## src/rtl/dcsk_tx_pkg.sv

```systemverilog
// Shared types and constants for the DCSK transmitter and its chip generator.
package dcsk_tx_pkg;

  localparam int MSG_W  = 32;
  localparam int LFSR_W = 32;
  localparam int MAX_SF = 16;
  localparam int BIT_W  = $clog2(MSG_W);
  localparam int CNT_W  = $clog2(MAX_SF);

  // Galois taps for x^32 + x^22 + x^2 + x + 1, right-shifting form.
  localparam logic [LFSR_W-1:0] LFSR_POLY = 32'h8020_0003;

  typedef enum logic [1:0] {SF2 = 2'd0, SF4 = 2'd1, SF8 = 2'd2, SF16 = 2'd3} sf_t;

  typedef enum logic [1:0] {IDLE = 2'd0, REF = 2'd1, DATA = 2'd2} tx_state_t;

  // Index of the last chip in a half-bit: SF-1.
  function automatic logic [CNT_W-1:0] sf_last(sf_t s);
    logic [CNT_W:0] n;
    n = (CNT_W'(2) << s) - 1'b1;
    return n[CNT_W-1:0];
  endfunction

endpackage

```

## src/rtl/dcsk_lfsr.sv

```systemverilog
// Galois LFSR pseudo-chaotic chip source with seed load; zero seed maps to 1.
module dcsk_lfsr
  import dcsk_tx_pkg::*;
(
  input  logic              i_clk,
  input  logic              i_arst_n,
  input  logic              i_load,
  input  logic [LFSR_W-1:0] i_seed,
  input  logic              i_adv,
  output logic              o_chip
);

  logic [LFSR_W-1:0] state;

  always_ff @(posedge i_clk or negedge i_arst_n) begin
    if (!i_arst_n) begin
      state <= LFSR_W'(1);
    end else if (i_load) begin
      state <= (i_seed == '0) ? LFSR_W'(1) : i_seed;
    end else if (i_adv) begin
      state <= (state >> 1) ^ (state[0] ? LFSR_POLY : '0);
    end
  end

  assign o_chip = state[0];

endmodule

```

## src/rtl/dcsk_tx.sv

```systemverilog
// DCSK transmitter: per message bit, SF reference chips then SF data chips
// (reference replayed, inverted for a 0 bit), MSB first.
module dcsk_tx
  import dcsk_tx_pkg::*;
(
  input  logic              i_clk,
  input  logic              i_arst_n,
  input  logic [LFSR_W-1:0] i_seed,
  input  logic              i_load_seed,
  input  logic              i_send,
  input  logic [MSG_W-1:0]  i_msg,
  input  logic [1:0]        i_sf,
  output logic              o_tx,
  output logic              o_is_sending
);

  tx_state_t         state;
  logic [MSG_W-1:0]  msg_r;
  sf_t               sf_r;
  logic [BIT_W-1:0]  bit_idx;
  logic [CNT_W-1:0]  cnt, cnt_nxt, rd_idx;
  logic [MAX_SF-1:0] rbuf;
  logic              busy, last, emit_ref, chip, data_chip, seed_load;

  // State always reflects the chip currently on o_tx, so the edge that
  // consumes chip SF-1 is the one that decides what comes next.
  always_comb begin
    last      = (cnt == sf_last(sf_r));
    cnt_nxt   = last ? '0 : cnt + 1'b1;
    rd_idx    = sf_last(sf_r) - cnt_nxt;
    data_chip = ~(rbuf[rd_idx] ^ msg_r[bit_idx]);
    emit_ref  = 1'b0;
    unique case (state)
      IDLE:    emit_ref = i_send;
      REF:     emit_ref = !last;
      DATA:    emit_ref = last && (bit_idx != '0);
      default: emit_ref = 1'b0;
    endcase
  end

  assign seed_load = (state == IDLE) && i_load_seed && !i_send;

  dcsk_lfsr u_lfsr (
    .i_clk    (i_clk),
    .i_arst_n (i_arst_n),
    .i_load   (seed_load),
    .i_seed   (i_seed),
    .i_adv    (emit_ref),
    .o_chip   (chip)
  );

  always_ff @(posedge i_clk or negedge i_arst_n) begin
    if (!i_arst_n) begin
      state   <= IDLE;
      o_tx    <= 1'b0;
      busy    <= 1'b0;
      cnt     <= '0;
      bit_idx <= '0;
      msg_r   <= '0;
      sf_r    <= SF2;
      rbuf    <= '0;
    end else begin
      // Newest reference chip enters at bit 0; chip k sits at SF-1-k.
      if (emit_ref) rbuf <= {rbuf[MAX_SF-2:0], chip};
      unique case (state)
        IDLE: begin
          if (i_send) begin
            state   <= REF;
            o_tx    <= chip;
            busy    <= 1'b1;
            cnt     <= '0;
            bit_idx <= BIT_W'(MSG_W - 1);
            msg_r   <= i_msg;
            sf_r    <= sf_t'(i_sf);
          end else begin
            o_tx <= 1'b0;
            busy <= 1'b0;
          end
        end
        REF: begin
          cnt <= cnt_nxt;
          if (last) begin
            state <= DATA;
            o_tx  <= data_chip;
          end else begin
            o_tx <= chip;
          end
        end
        DATA: begin
          cnt <= cnt_nxt;
          if (!last) begin
            o_tx <= data_chip;
          end else if (bit_idx != '0) begin
            bit_idx <= bit_idx - 1'b1;
            state   <= REF;
            o_tx    <= chip;
          end else begin
            state <= IDLE;
            o_tx  <= 1'b0;
            busy  <= 1'b0;
          end
        end
        default: begin
          state <= IDLE;
          o_tx  <= 1'b0;
          busy  <= 1'b0;
        end
      endcase
    end
  end

  // Combinational busy in IDLE lets a requester see acceptance immediately.
  assign o_is_sending = busy | ((state == IDLE) & i_send);

endmodule

```

## config.mk

```make
export PLATFORM = sky130hd
export DESIGN_NAME = dcsk_tx
export DESIGN_NICKNAME = d
export VERILOG_FILES = /design/src/rtl/dcsk_tx_pkg.sv /design/src/rtl/dcsk_lfsr.sv /design/src/rtl/dcsk_tx.sv
export SDC_FILE = /design/constraint.sdc
export NUM_CORES = 1
export LEC_CHECK = 0
export CORE_UTILIZATION = 45
export DETAILED_ROUTE_END_ITERATION = 8
export PLACE_DENSITY = 0.79
export SETUP_SLACK_MARGIN = 0.5
export SYNTH_ARGS = -nofsm -noshare
export SYNTH_HDL_FRONTEND = slang
export SYNTH_SLANG_ARGS = --single-unit
```

## constraint.sdc

```tcl
create_clock -name i_clk -period 9.6 [get_ports i_clk]
set_input_delay 0.96 -clock i_clk [delete_from_list [all_inputs] [get_ports i_clk]]
set_output_delay 0.96 -clock i_clk [all_outputs]
set_load 0.01 [all_outputs]
```

==> flow_summary_export.csv <==
group,metric,value,unit
status,status,"completed",
placed_design,dp_hpwl,6850,um
setup_path,crit_required,8640,ps
power_and_ir_drop,power.clock.fraction,0.411,
sta,finalSetupViolCount,0,
power_and_ir_drop,p_int,598,uW
cts,cts_setup_buffers,0,
floorplan,rows,37,
logic_synthesis,synthCells,424,
route,drt-wirelength-per-cell,15.5,um
cts,ctsResizeCount,0,
finish,n_fill_cell,890,
sta,fmax,0.271,GHz
grt,overflow,0,
power_and_ir_drop,total_leakage_power,2.62,nW
setup_path,worst_setup_path_end_kind,"output pin",
finish,final_core_util,0.558,
logic_synthesis,synthesis.nets,504,
sta,finalMaxSlewViolations,0,
finish,finalNetCount,560,
sta,slew-limit-headroom,0.264,
finish,drive_above_1_share,0.175,
grt,grt_pass1_vias,3284,
placed_design,dp.cells,605,
setup_path,crit_path_max_fanout,19,
floorplan,fp.dieW,106,um
cts,cts.hold.buffers_added,0,
sta,rsz0062_at_grt,"false",
route,num_vias,3455,
sta,finalHoldViolCount,0,
grt,antenna_found_initial,0,
setup_path,cp.arrival,2730,ps
floorplan,core,10400,um2
logic_synthesis,synthArstFlopShare,1.00,
cts,clk_pin_slew,90,ps
placed_design,portBuffers,71,
cts,cts-root-buf,"clkbuf_8",
grt,grt_usage,0.183,
logic_synthesis,synth-seq-cells,95,
logic_synthesis,synth_edf_count,0,
floorplan,ios,72,
route,drtAntennaViolNets,0,
sta,finalCritPeriodShare,0.384,
finish,syn_to_final_growth,19.6,%
route,drt-total-wl,9600,um
setup_path,path_class,"in2out",
sta,min_period,3690,ps
cts,cts_tree,"yes",
cts,clockBufferDepth,2,
power_and_ir_drop,seqPwrFrac,0.535,
logic_synthesis,synth_area_per_cell,11.4,um2
sta,skew,13.3,ps
finish,antenna_cells,0,
cts,clk_latency,350,ps
logic_synthesis,synth_area,4840,um2
sta,worst_pin_slew,1100,ps
floorplan,initial_core_util,0.467,
route,drc,0,
cts,htree_levels,3,
route,drtPass1Iterations,5,
logic_synthesis,synth_warnings,0,
floorplan,die_h,106,um
job,drv_cap,0,
power_and_ir_drop,vdd_drop_max,71.8,uV
setup_path,worstSetupStartpointType,"input pin",
floorplan,die_area,11200,um2
logic_synthesis,ys.flop_type,"dfrtp_1",
power_and_ir_drop,switchingPower,148,uW
logic_synthesis,synth.distinct_cells,56,
placed_design,routabilityCongestion,0.784,
power_and_ir_drop,pwr-share-comb,0.054,
grt,grt_pass1_wl,16000,um
power_and_ir_drop,swShare,0.199,
min_path,min_path_type,"reg2reg",
grt,grt_max_degree,58,
cts,cts_buffers,9,
power_and_ir_drop,power_density,129,nW/um2
logic_synthesis,ys_seq_area_frac,0.492,
cts,cts.sinks,95,
route,viasPerCell,5.56,
finish,final-instance-count-excl-fill,621,
route,drt-initial-drc-count,163,
sta,fin_tns_setup,0,ps
==> power by group through the flow <==
stage | registers [mW] | clock network [mW] | logic (mW)
after detailed placement | 0.408 | 0 | 0.0408
after global routing | 0.400 | 0.336 | 0.0439
after CTS | 0.400 | 0.313 | 0.0409
after floorplan | 0.408 | 0 | 0.000901
final | 0.400 | 0.307 | 0.0401
after global placement | 0.408 | 0 | 0.0403
==> state kept, by name, indices dropped and copies added (netlist names) <==
signal        cells
bit_idx           5
busy              1
cnt               4
state             2
o_tx              1
sf_r              2
msg_r            32
u_lfsr.state     32
rbuf             16
==> cells in the final DEF, fill, tap and decap left out, types with 4 or more instances in the layout <==
cell type / n
and2_1: 5
a21oi_1: 11
mux4_1: 4
a22oi_1: 28
nand2_1: 45
clkbuf_8: 9
ha_1: 10
inv_1: 14
mux4_2: 6
mux2_2: 50
o21ai_0: 39
nor2_1: 17
nor4_1: 10
dfrtp_1: 94
mux2i_1: 9
clkdlybuf4s50_1: 70
==> per-layer routing <==
layer | track usage | up-vias | share of wire
li1 | - | 1657 | -
met1 | 0.257 | 1706 | 0.46
met2 | 0.286 | 79 | 0.49
met3 | 0.0322 | 13 | 0.036
met4 | 0.0635 | 0 | 0.014
met5 | 0 | - | 0
==> worst paths after layout <==
kind	from	endpoint	slack, ps	cells past startpoint
max reg2reg	cnt[0]	o_tx	6160	10
min	u_lfsr.state[25]	u_lfsr.state[25]	490	2
min reg2reg	u_lfsr.state[25]	u_lfsr.state[25]	490	2
min in group asynchronous	i_arst_n	msg_r[16]	590	1
max	i_send	o_is_sending	5910	4
max in group asynchronous	i_arst_n	u_lfsr.state[4]	7970	2
==> logic make-up after synthesis <==
| kind of cell | Yosys count | share of synthesized area |
|---|---|---|
| xor gates and xnor gates | 5 | 0.00905 |
| AOI/OAI and AO/OA | 104 | 0.142 |
| DFF | 95 | 0.492 |
| muxes | 69 | 0.185 |
| and+or+nand+nor | 99 | 0.0988 |
| adders and majority gates | 10 | 0.0259 |
| buffers and inverters | 42 | 0.0484 |
==> cells in the mapped netlist (3+ instances only) <==
| library cell | n | area [um2] |
|---|---|---|
| a21oi_1 | 11 | 55.1 |
| a22oi_1 | 28 | 210 |
| and2_1 | 5 | 31.3 |
| buf_2 | 3 | 15.0 |
| buf_6 | 6 | 67.6 |
| clkbuf_1 | 13 | 48.8 |
| dfrtp_1 | 94 | 2350 |
| ha_1 | 10 | 125 |
| inv_1 | 14 | 52.6 |
| mux2_2 | 50 | 563 |
| mux2i_1 | 9 | 90.1 |
| mux4_1 | 4 | 105 |
| mux4_2 | 6 | 135 |
| nand2_1 | 45 | 169 |
| nand2b_1 | 3 | 18.8 |
| nand4_1 | 3 | 18.8 |
| nor2_1 | 17 | 63.8 |
| nor3_1 | 3 | 15.0 |
| nor4_1 | 10 | 62.6 |
| o21ai_0 | 39 | 195 |
| xor2_1 | 3 | 26.3 |
==> cell type report <==
class	count	area (um2)	area share
Multi-Input combinational cell	287	2230	0.385
Sequential cell	95	2380	0.411
Clock buffer	10	128	0.0221
Tap cell	136	170	0.0294
Inverter	14	52.6	0.00908
Clock inverter	6	109	0.0188
Timing Repair Buffer	73	723	0.125
==> metrics by stage <==
step	power (mW)	setup WS (ps)	instance area, um2	hold WS [ps]
finish	0.747	5910	5790	489
global route	0.780	5780	5790	511
CTS	0.754	5910	5790	493
detailed placement	0.448	5700	5550	471
global placement	0.448	5780	5550	462
floorplan	0.409	6440	4840	448
==> critical path, stage by stage <==
cell             delay (ps)
clkdlybuf4s50_1         530
nand2_1                 460
nand2_1                 220
clkdlybuf4s50_1         550
Power figures use the tool's default switching activity.
